$ cat src/rtl/load_reg_bank.sv
// Bank of CHANNELS independent WIDTH-bit registers with hold/load/clear/accumulate/dec/inc ops.
// Define LOAD_REG_BANK_SAT_EN to saturate instead of wrapping on accumulate/increment/decrement.
module load_reg_bank #(
  parameter int          WIDTH     = 16,
  parameter int          CHANNELS  = 3,
  parameter int unsigned RESET_VAL = 0
) (
  input  logic                      clk,
  input  logic                      rst_n,
  input  logic                      clear,
  input  logic [3*CHANNELS-1:0]     op,
  input  logic [WIDTH*CHANNELS-1:0] din,
  output logic [WIDTH*CHANNELS-1:0] dout,
  output logic [CHANNELS-1:0]       zero,
  output logic [CHANNELS-1:0]       ovf,
  output logic [CHANNELS-1:0]       upd
);

  localparam logic [WIDTH-1:0] RST_V = WIDTH'(RESET_VAL);
  localparam logic [WIDTH-1:0] ONE   = {{(WIDTH-1){1'b0}}, 1'b1};
  localparam logic [WIDTH-1:0] ONES  = {WIDTH{1'b1}};

  localparam logic [2:0] OP_HOLD = 3'b000;
  localparam logic [2:0] OP_LOAD = 3'b001;
  localparam logic [2:0] OP_CLR  = 3'b010;
  localparam logic [2:0] OP_ACC  = 3'b011;
  localparam logic [2:0] OP_DEC  = 3'b100;
  localparam logic [2:0] OP_INC  = 3'b101;

  for (genvar g = 0; g < CHANNELS; g++) begin : g_ch
    logic [WIDTH-1:0] val_q, val_d;
    logic             ovf_q, ovf_d;
    logic             upd_q, upd_d;
    logic [WIDTH-1:0] din_c;
    logic [2:0]       op_c;
    logic [WIDTH:0]   sum;

    assign din_c = din[g*WIDTH +: WIDTH];
    assign op_c  = op[3*g +: 3];
    assign sum   = {1'b0, val_q} + {1'b0, din_c};

    always_comb begin
      val_d = val_q;
      ovf_d = ovf_q;
      upd_d = 1'b0;
      if (clear) begin
        val_d = '0;
        ovf_d = 1'b0;
        upd_d = 1'b1;
      end else begin
        case (op_c)
          OP_LOAD: begin
            val_d = din_c;
            ovf_d = 1'b0;
            upd_d = 1'b1;
          end
          OP_CLR: begin
            val_d = '0;
            ovf_d = 1'b0;
            upd_d = 1'b1;
          end
          OP_ACC: begin
            upd_d = 1'b1;
            ovf_d = ovf_q | sum[WIDTH];
`ifdef LOAD_REG_BANK_SAT_EN
            val_d = sum[WIDTH] ? ONES : sum[WIDTH-1:0];
`else
            val_d = sum[WIDTH-1:0];
`endif
          end
          OP_DEC: begin
            upd_d = 1'b1;
            if (val_q == '0) begin
              ovf_d = 1'b1;
`ifdef LOAD_REG_BANK_SAT_EN
              val_d = '0;
`else
              val_d = ONES;
`endif
            end else begin
              val_d = val_q - ONE;
            end
          end
          OP_INC: begin
            upd_d = 1'b1;
            if (val_q == ONES) begin
              ovf_d = 1'b1;
`ifdef LOAD_REG_BANK_SAT_EN
              val_d = ONES;
`else
              val_d = '0;
`endif
            end else begin
              val_d = val_q + ONE;
            end
          end
          // OP_HOLD and the reserved codes keep state and do not pulse upd
          default: ;
        endcase
      end
    end

    always_ff @(posedge clk or negedge rst_n) begin
      if (!rst_n) begin
        val_q <= RST_V;
        ovf_q <= 1'b0;
        upd_q <= 1'b0;
      end else begin
        val_q <= val_d;
        ovf_q <= ovf_d;
        upd_q <= upd_d;
      end
    end

    assign dout[g*WIDTH +: WIDTH] = val_q;
    assign zero[g]                = (val_q == '0);
    assign ovf[g]                 = ovf_q;
    assign upd[g]                 = upd_q;
  end

  logic unused_op_hold;
  assign unused_op_hold = |OP_HOLD;

endmodule

$ cat config.mk
export PLATFORM = sky130hd
export DESIGN_NAME = load_reg_bank
export DESIGN_NICKNAME = d
export VERILOG_FILES = /design/src/rtl/load_reg_bank.sv
export SDC_FILE = /design/constraint.sdc
export NUM_CORES = 1
export LEC_CHECK = 0
export CAP_MARGIN = 20
export CORE_ASPECT_RATIO = 0.7
export CORE_MARGIN = 10
export CORE_UTILIZATION = 45
export DETAILED_ROUTE_END_ITERATION = 6
export PLACE_DENSITY = 0.75
export SLEW_MARGIN = 20
export SYNTH_ARGS = -nofsm -noshare
export SYNTH_HDL_FRONTEND = slang
export SYNTH_SLANG_ARGS = --single-unit
$ cat constraint.sdc
create_clock -name clk -period 3.6 [get_ports clk]
set_input_delay 1.08 -clock clk [delete_from_list [all_inputs] [get_ports clk]]
set_output_delay 1.08 -clock clk [all_outputs]
set_load 0.01 [all_outputs]
# --- After elaboration in Yosys (flattened, before gate mapping) ---
# Cells that the tools add are included.
word_totals:
  register_bits: 54
  output_inout_bits: 57
  wordCells: 93
op_classes:
  addsub: 9
  eq_ne: 24
  mux: 30
  n_bitwise: 3
  n_reduce_logical: 18
op_table:
  columns: ["cell", "n"]
  rows:
  - ["$pmux W16 S5", 3]
  - ["$mux W16", 9]
  - ["$add A16 B16 Y17", 3]
  - ["$add A16 B1 Y16 const B", 3]
  - ["$eq A16 B16 Y1 const B", 3]
  - ["$logic_not A16 Y1", 3]
  - ["$sub A16 B1 Y16 const B", 3]
  - ["$eq A3 B2 Y1 const B", 6]
  - ["$eq A3 B3 Y1 const B", 6]
  - ["$ne A3 B3 Y1 const B", 6]
  - ["$reduce_bool A6 Y1", 3]
  - ["$mux W1", 15]
  - ["$reduce_bool A5 Y1", 3]
  - ["$reduce_or A5 Y1", 3]
  - ["$pmux W1 S4", 3]
  - ["$eq A3 B1 Y1 const B", 3]
  - ["$reduce_and A3 Y1", 3]
  - ["$reduce_or A2 Y1", 3]
  - ["$or A1 B1 Y1", 3]

# --- Longest topological paths before layout ---
# Gate-level depths: netlist of the first run.
depth:
  word_depth: 4
  depth_mapped: 10
  depth_no_buf: 10

# --- Worst setup path before layout of the first run ---
# Ideal clock, no wire load.
synth_timing:
  kind: "input -> register"
  startpoint: "input din[6]"
  endpoint: "register g_ch[0].val_q[11]"
  setup_time_ns: 0.131
  arrival_ns: 2.996
  required_time_ns: 3.469
  path_slack_ns: 0.473
  path_stages: 8
  path_buffers: 0
  path_cell_list: "ha_1 > a2111oi_0 > o21ai_0 > a41oi_1 > o21ai_0 > xnor2_1 > a2111oi_0 > o21ai_1"
synth_between:
  elab_chain_cells: 3
synth_lines:
  columns: ["item", "line_no", "rtl"]
  rows:
  - ["start: declaration", "12", "input logic [WIDTH*CHANNELS-1:0] din,"]
  - ["$add A16 B16 Y17", "40", "assign sum = {1'b0, val_q} + {1'b0, din_c};"]
  - ["$pmux W16 S5", "51", "case (op_c)"]
  - ["$mux W16", "46", "if (clear) begin"]
  - ["end signal: assignment", "109", "val_q <= val_d;"]
  - ["end: declaration", "31", "logic [WIDTH-1:0] val_q, val_d;"]
# Every way passes these cells.
# A chain may end at the register's enable or synchronous reset.

# --- Final worst setup path of the first run ---
layout_timing:
  startpoint: "register g_ch[1].val_q[6]"
  endpoint: "output zero[1]"
layout_between:
  elab_chain_cells: 1
layout_lines:
  columns: ["item", "line_no", "rtl"]
  rows:
  - ["start: declaration", "31", null]
  - ["start signal: assignment", "109", null]
  - ["$logic_not A16 Y1", "116", "assign zero[g] = (val_q == '0);"]
  - ["end: declaration", "14", "output logic [CHANNELS-1:0] zero,"]
# Every way passes these cells.

==> flow_metrics.tcl, run 1 <==
set metrics [dict create \
    yosys_warnings 0 \
    globalRoute.totalOverflow 0 \
    r2r_start "g_ch[2].val_q[1]$_DFFE_PN0P_" \
    nets 1340 \
    worstHoldPathCells 2 \
    path_clk_slew_ps 70 \
    power_uw 3070 \
    ctsLongestPathBuffers 2 \
    worstHoldPathType "reg2reg" \
    track_usage_pct 25.5 \
    postCtsHoldBufs 0 \
    final_util_pct 59.3 \
    hold_violations 0 \
    dp_hpwl_um 23000 \
    synth_top_area_share_pct 17.7 \
    setup_viol 0 \
    die_w_um 176 \
    synth_area_leader_cell "dfrtp_1" \
    tightest_slew_ps 706 \
    syn-instance-count 1052 \
    start_kind "flop" \
    yosysUniqueCellTypes 80 \
    power_density_nw_per_um2 314 \
    drtIter0Drc 1222 \
    antenna_found_initial 2 \
    portBuffers 116 \
    synth_area_per_cell_um2 7.25 \
    syn_nets 1177 \
    die_y_um 129 \
    viasPerCell 6.50 \
    synth_ff_type "dfrtp_1" \
    grt_pass1_wl_um 47900 \
    cts_tree "done" \
    htree_levels 2 \
    fin_skew_ps 11.0 \
    rrSetupSlack_ps 880 \
    place.gp.congestion 0.990 \
    holdWs_ps 648 \
    arrival_ps 2390 \
    clock-root-buffer "clkbuf_16" \
    synth-seq-area-share_pct 17.7 \
    outcome "complete, no violations" \
    route.detailed.drc 0 \
    netlist_area_um2 7630 \
    fp-row-count 39 \
    vias 9376 \
    fin_crit_ps 3470 \
    layout-drive-gt1-share_pct 11.1 \
    synth_common_cells "o21ai_0, nand2_1, nor2_1, a21oi_1, ha_1" \
    rr_endpoint "g_ch[2].val_q[14]$_DFFE_PN0P_" \
    crit_path_cell_trace "or4_1 > nor3_4 > and2_4 > clkdlybuf4s50_1" \
    die_area_um2 22600 \
    post-cts-setup-buffer-count 0 \
    finalCritPeriodShare_pct 96.4 \
    core_um2 16500 \
    yosysMostFrequentCell "o21ai_0" \
    ff2ff_path_depth 9 \
    synth.area.top_cells "dfrtp_1, ha_1, o21ai_0" \
    clock_latency_ps 320 \
    area_growth_pct 28.1 \
    synth_seq_cells 54 \
    ir_drop_v 0.000201 \
    critPathSlowestCell "or4_1" \
    ant_nets 0 \
    cts_buffers 5 \
    clock_sinks 54 \
    synth_edf_count 0 \
    drv_slew 0 \
    initial_core_util_pct 46.3 \
    pin_count 117 \
    min-delay-start "g_ch[1].val_q[5]$_DFFE_PN0P_" \
    dr.pass1.iters 5 \
    power_leakage_uw 0.00398 \
    end_kind "output port" \
    relSlewSlack_pct 52.7 \
    grt_pass1_vias 8825 \
    synthArstFlopShare_pct 100 \
    grt_max_degree 36 \
    cp_slowest_stage_delay_ps 680 \
    fmax_ghz 0.288 \
    cap_viol_max_count 0 \
    detail_route.wl_per_cell_um 20.7 \
    crit_type "reg2out" \
    crit_path_max_fanout 6 \
    wl_um 29900 \
    worstPathRequired_ps 2520 \
    hold-path-endpoint "g_ch[1].val_q[5]$_DFFE_PN0P_" \
]
## layer usage
layer	share of wire, %	GRT usage, %	vias to the layer above
met3	12	6.69	56
met5	0	0	-
li1	-	-	4340
met1	44	35.9	4413
met4	2.2	8.00	0
met2	42	37.1	567
## state kept, by name, indices dropped and copies added, names as in the netlist
register    flops
g_ch.val_q     48
g_ch.ovf_q      3
g_ch.upd_q      3
## through the flow
step	TNS (ps)	instances	setup WS (ps)	area (um2)
floorplan	0	1052	473	7630
global placement	-456	1433	-183	9560
detailed placement	-1190	1433	-316	9560
CTS	0	1441	55.0	9720
global route	-1.20	1443	-1.20	9780
finish	0	1443	131	9780
## cell usage in the layout (no fill, tap or decap), types with 10 or more instances in the layout
cell               n
clkdlybuf4s50_1  115
o21ai_0          105
buf_4             99
nand2_1           87
nor2_1            73
a21oi_1           70
ha_1              62
dfrtp_1           54
inv_1             44
nor3_1            43
nand3_1           42
xnor2_1           30
xor2_1            25
nand2b_1          22
nor4_1            21
a31oi_1           20
o21ai_1           20
a21o_1            19
a211oi_1          15
o211ai_1          15
and3_1            14
or3_1             14
nand4_1           11
o221ai_1          11
o21a_1            10
## worst max-delay path by stage
| stage | startpoint | to | slack, ps | cells after the start |
|---|---|---|---|---|
| 6_report | g_ch[1].val_q[6]$_DFFE_PN0P_ | zero[1] | 130 | 4 |
| 5_1_grt | din[6] | g_ch[0].val_q[11]$_DFFE_PN0P_ | -1 | 10 |
| 4_1_cts | din[0] | g_ch[0].ovf_q$_DFFE_PN0P_ | 50 | 11 |
| 3_5_place_dp | din[0] | g_ch[0].ovf_q$_DFFE_PN0P_ | -320 | 11 |
| 3_3_place_gp | din[0] | g_ch[0].val_q[14]$_DFFE_PN0P_ | -180 | 11 |
| 2_1_floorplan | din[6] | g_ch[0].val_q[11]$_DFFE_PN0P_ | 470 | 8 |
## kinds of logic (layout without fill, tap and decap cells)
logic type / Yosys count / in the layout / share of synthesized area (%)
DFF: 54 / 54 / 17.7
other: 0 / 2 / 0
AOI/OAI and AO/OA: 396 / 396 / 34.1
muxes: 5 / 5 / 0.672
and+or+nand+nor: 372 / 372 / 24.7
xor gates and xnor gates: 55 / 55 / 6.31
buffers and inverters: 105 / 269 / 5.54
adders and majority gates: 65 / 65 / 11.0
## where the power goes
group	switching [uW]	internal, uW	total (uW)
registers	96.1	665	761
clock network	282	260	543
logic	991	771	1760
## worst max-delay path: cells and delay by family (launching register included)
kind / cells / cell delay, ps
simple gates: 3 / 1140
buf+inv: 1 / 560
flops: 1 / 380
## what timing repair did
action	4_1_cts	5_1_grt
resized for setup	2	11
pin swaps	0	3
endpoints found under the setup margin	2	7
hold endpoints to repair	0	0
## layout make-up
| type | instances | area (um2) |
|---|---|---|
| inverters | 46 | 173 |
| clock buffers | 5 | 125 |
| well taps | 225 | 282 |
| fillers | 1563 | 6720 |
| clock inverters | 3 | 21.3 |
| multi-input cells | 893 | 5920 |
| flip-flops and latches | 54 | 1350 |
| repair buffers | 215 | 1900 |
| diodes | 2 | 5.00 |
No activity file was read; power rests on OpenSTA's default activity.
==> inputs of run 2 (changes only) <==
--- a/config.mk
+++ b/config.mk
@@ -11,6 +11,7 @@
 export CORE_UTILIZATION = 45
 export DETAILED_ROUTE_END_ITERATION = 6
 export PLACE_DENSITY = 0.75
+export SETUP_SLACK_MARGIN = 0.1
 export SLEW_MARGIN = 20
 export SYNTH_ARGS = -nofsm -noshare
 export SYNTH_HDL_FRONTEND = slang
==> flow_metrics.tcl, run 2 (synthesized netlist as in run 1, its figures left out) <==
set metrics [dict create \
    outcome "complete, no violations" \
    worstHoldPathCells 2 \
    path_clk_slew_ps 80 \
    worstPathRequired_ps 2520 \
    tightest_slew_ps 692 \
    wl_um 30100 \
    setup_viol 0 \
    start_kind "flop" \
    initial_core_util_pct 46.3 \
    fmax_ghz 0.295 \
    r2r_start "g_ch[0].val_q[1]$_DFFE_PN0P_" \
    regMostFlops "g_ch.val_q" \
    hold-path-endpoint "g_ch[1].val_q[5]$_DFFE_PN0P_" \
    crit_path_max_fanout 8 \
    nFillCells 1547 \
    viasPerCell 6.52 \
    finalWorstSetupSlack_ps 206 \
    power_density_nw_per_um2 314 \
    relSlewSlack_pct 53.5 \
    nets 1343 \
    place.gp.congestion 0.990 \
    pin_count 117 \
    final_cell_area_um2 9870 \
    fp-row-count 39 \
    antenna_found_initial 2 \
    die_area_um2 22600 \
    hold_violations 0 \
    die_w_um 176 \
    holdWs_ps 650 \
    place_ws_ps -316 \
    track_usage_pct 25.5 \
    arrival_ps 2310 \
    rsz0062_at_grt "yes" \
    drtIter0Drc 1228 \
    clock-root-buffer "clkbuf_16" \
    fin_skew_ps 8.32 \
    finalCritPeriodShare_pct 94.3 \
    dr.pass1.iters 6 \
    end_kind "output port" \
    rr_endpoint "g_ch[0].val_q[9]$_DFFE_PN0P_" \
    grt_pass1_vias 8822 \
    ff2ff_path_depth 8 \
    largest_register_ffs 48 \
    cap_viol_max_count 0 \
    postCtsHoldBufs 0 \
    detail_route.wl_per_cell_um 20.8 \
    ant_nets 0 \
    grt_pass1_wl_um 47900 \
    rrSetupSlack_ps 850 \
    clock_latency_ps 320 \
    portBuffers 116 \
    ir_drop_v 0.000200 \
    drv_slew 0 \
    layout-drive-gt1-share_pct 12.1 \
    route.detailed.drc 0 \
    min-delay-start "g_ch[1].val_q[5]$_DFFE_PN0P_" \
    die_y_um 129 \
    worstHoldPathType "reg2reg" \
    cts_buffers 5 \
    crit_type "reg2out" \
    power_uw 3100 \
    clock_sinks 54 \
    cts_tree "done" \
    power_leakage_uw 0.00402 \
    htree_levels 2 \
    globalRoute.totalOverflow 0 \
    grt_max_degree 36 \
    layout_common_cells "clkdlybuf4s50_1, o21ai_0, buf_4" \
    fin_crit_ps 3390 \
    core_um2 16500 \
    dp_hpwl_um 23000 \
    reg_top3 "g_ch.val_q (48), g_ch.ovf_q (3), g_ch.upd_q (3)" \
    ctsLongestPathBuffers 2 \
    final_common_cell "clkdlybuf4s50_1" \
    area_growth_pct 29.3 \
    vias 9425 \
    placed_cell_area_um2 9560 \
]
==> run 2: cell count changes in the layout (fill, tap and decap cells not counted), sizes merged <==
cell | before | now
buf | 100 | 103
clkdlybuf4s50 | 115 | 114
dlymetal6s2s | 0 | 1
==> run 2: area by class of cell <==
| type | count | area (um2) | share of cell area, % |
|---|---|---|---|
| flip-flops and latches | 54 | 1350 | 13.7 |
| inverters | 46 | 173 | 1.75 |
| clock inverters | 3 | 21.3 | 0.216 |
| multi-input cells | 893 | 5980 | 60.7 |
| well taps | 225 | 282 | 2.85 |
| diodes | 2 | 5.00 | 0.0507 |
| repair buffers | 218 | 1920 | 19.5 |
| clock buffers | 5 | 125 | 1.27 |
==> run 2: worst max path at each step <==
stage / from / endpoint / slack, ps
floorplan: din[6] / g_ch[0].val_q[11]$_DFFE_PN0P_ / 470
global placement: din[0] / g_ch[0].val_q[14]$_DFFE_PN0P_ / -180
detailed placement: din[0] / g_ch[0].ovf_q$_DFFE_PN0P_ / -320
CTS: g_ch[0].val_q[1]$_DFFE_PN0P_ / zero[0] / 100
global route: din[6] / g_ch[0].val_q[11]$_DFFE_PN0P_ / 60
finish: g_ch[0].val_q[11]$_DFFE_PN0P_ / zero[0] / 210
==> run 2: metal layers <==
layer | share of wire, % | GRT usage [%] | wire length (um)
met5 | 0 | 0 | 0
met4 | 2.1 | 7.75 | 641
met3 | 13 | 6.87 | 3790
met2 | 42 | 37.2 | 12600
met1 | 43 | 35.9 | 13100
==> run 2: power breakdown <==
group / internal, uW / switching (uW) / leakage (uW)
clock network: 260 / 279 / 0.0000698
registers: 665 / 100 / 0.000709
logic: 789 / 1000 / 0.00324
total: 1710 / 1380 / 0.00402
==> run 2: what timing repair did <==
item	in CTS	in global routing
cloned	0	0
setup buffers	1	2
hold endpoints to repair	0	0
pin swaps	1	5
gates resized for setup	5	22
endpoints found under the setup margin	3	11
==> run 2: through the flow <==
| step | TNS [ps] | instances | util, % |
|---|---|---|---|
| after floorplan | 0 | 1052 | - |
| after CTS | 0 | 1442 | 59.1 |
| after detailed placement | -1190 | 1433 | 58.0 |
| after global routing | 0 | 1446 | 59.8 |
| final | 0 | 1446 | 59.8 |
| after global placement | -456 | 1433 | 58.0 |
==> run 2: critical path: stages (launching register included) <==
cell	delay, ps
dfrtp_1	520
nor3_1	390
and3_4	280
nand2_1	130
inv_2	130
clkdlybuf4s50_1	550
==> inputs of run 3 (changes only) <==
--- a/config.mk
+++ b/config.mk
@@ -12,7 +12,7 @@
 export DETAILED_ROUTE_END_ITERATION = 6
 export PLACE_DENSITY = 0.75
 export SETUP_SLACK_MARGIN = 0.1
-export SLEW_MARGIN = 20
+export SLEW_MARGIN = 5
 export SYNTH_ARGS = -nofsm -noshare
 export SYNTH_HDL_FRONTEND = slang
 export SYNTH_SLANG_ARGS = --single-unit
==> results of run 3 <==
No change in the layout: final DEF, timing and power equal those of run 2.
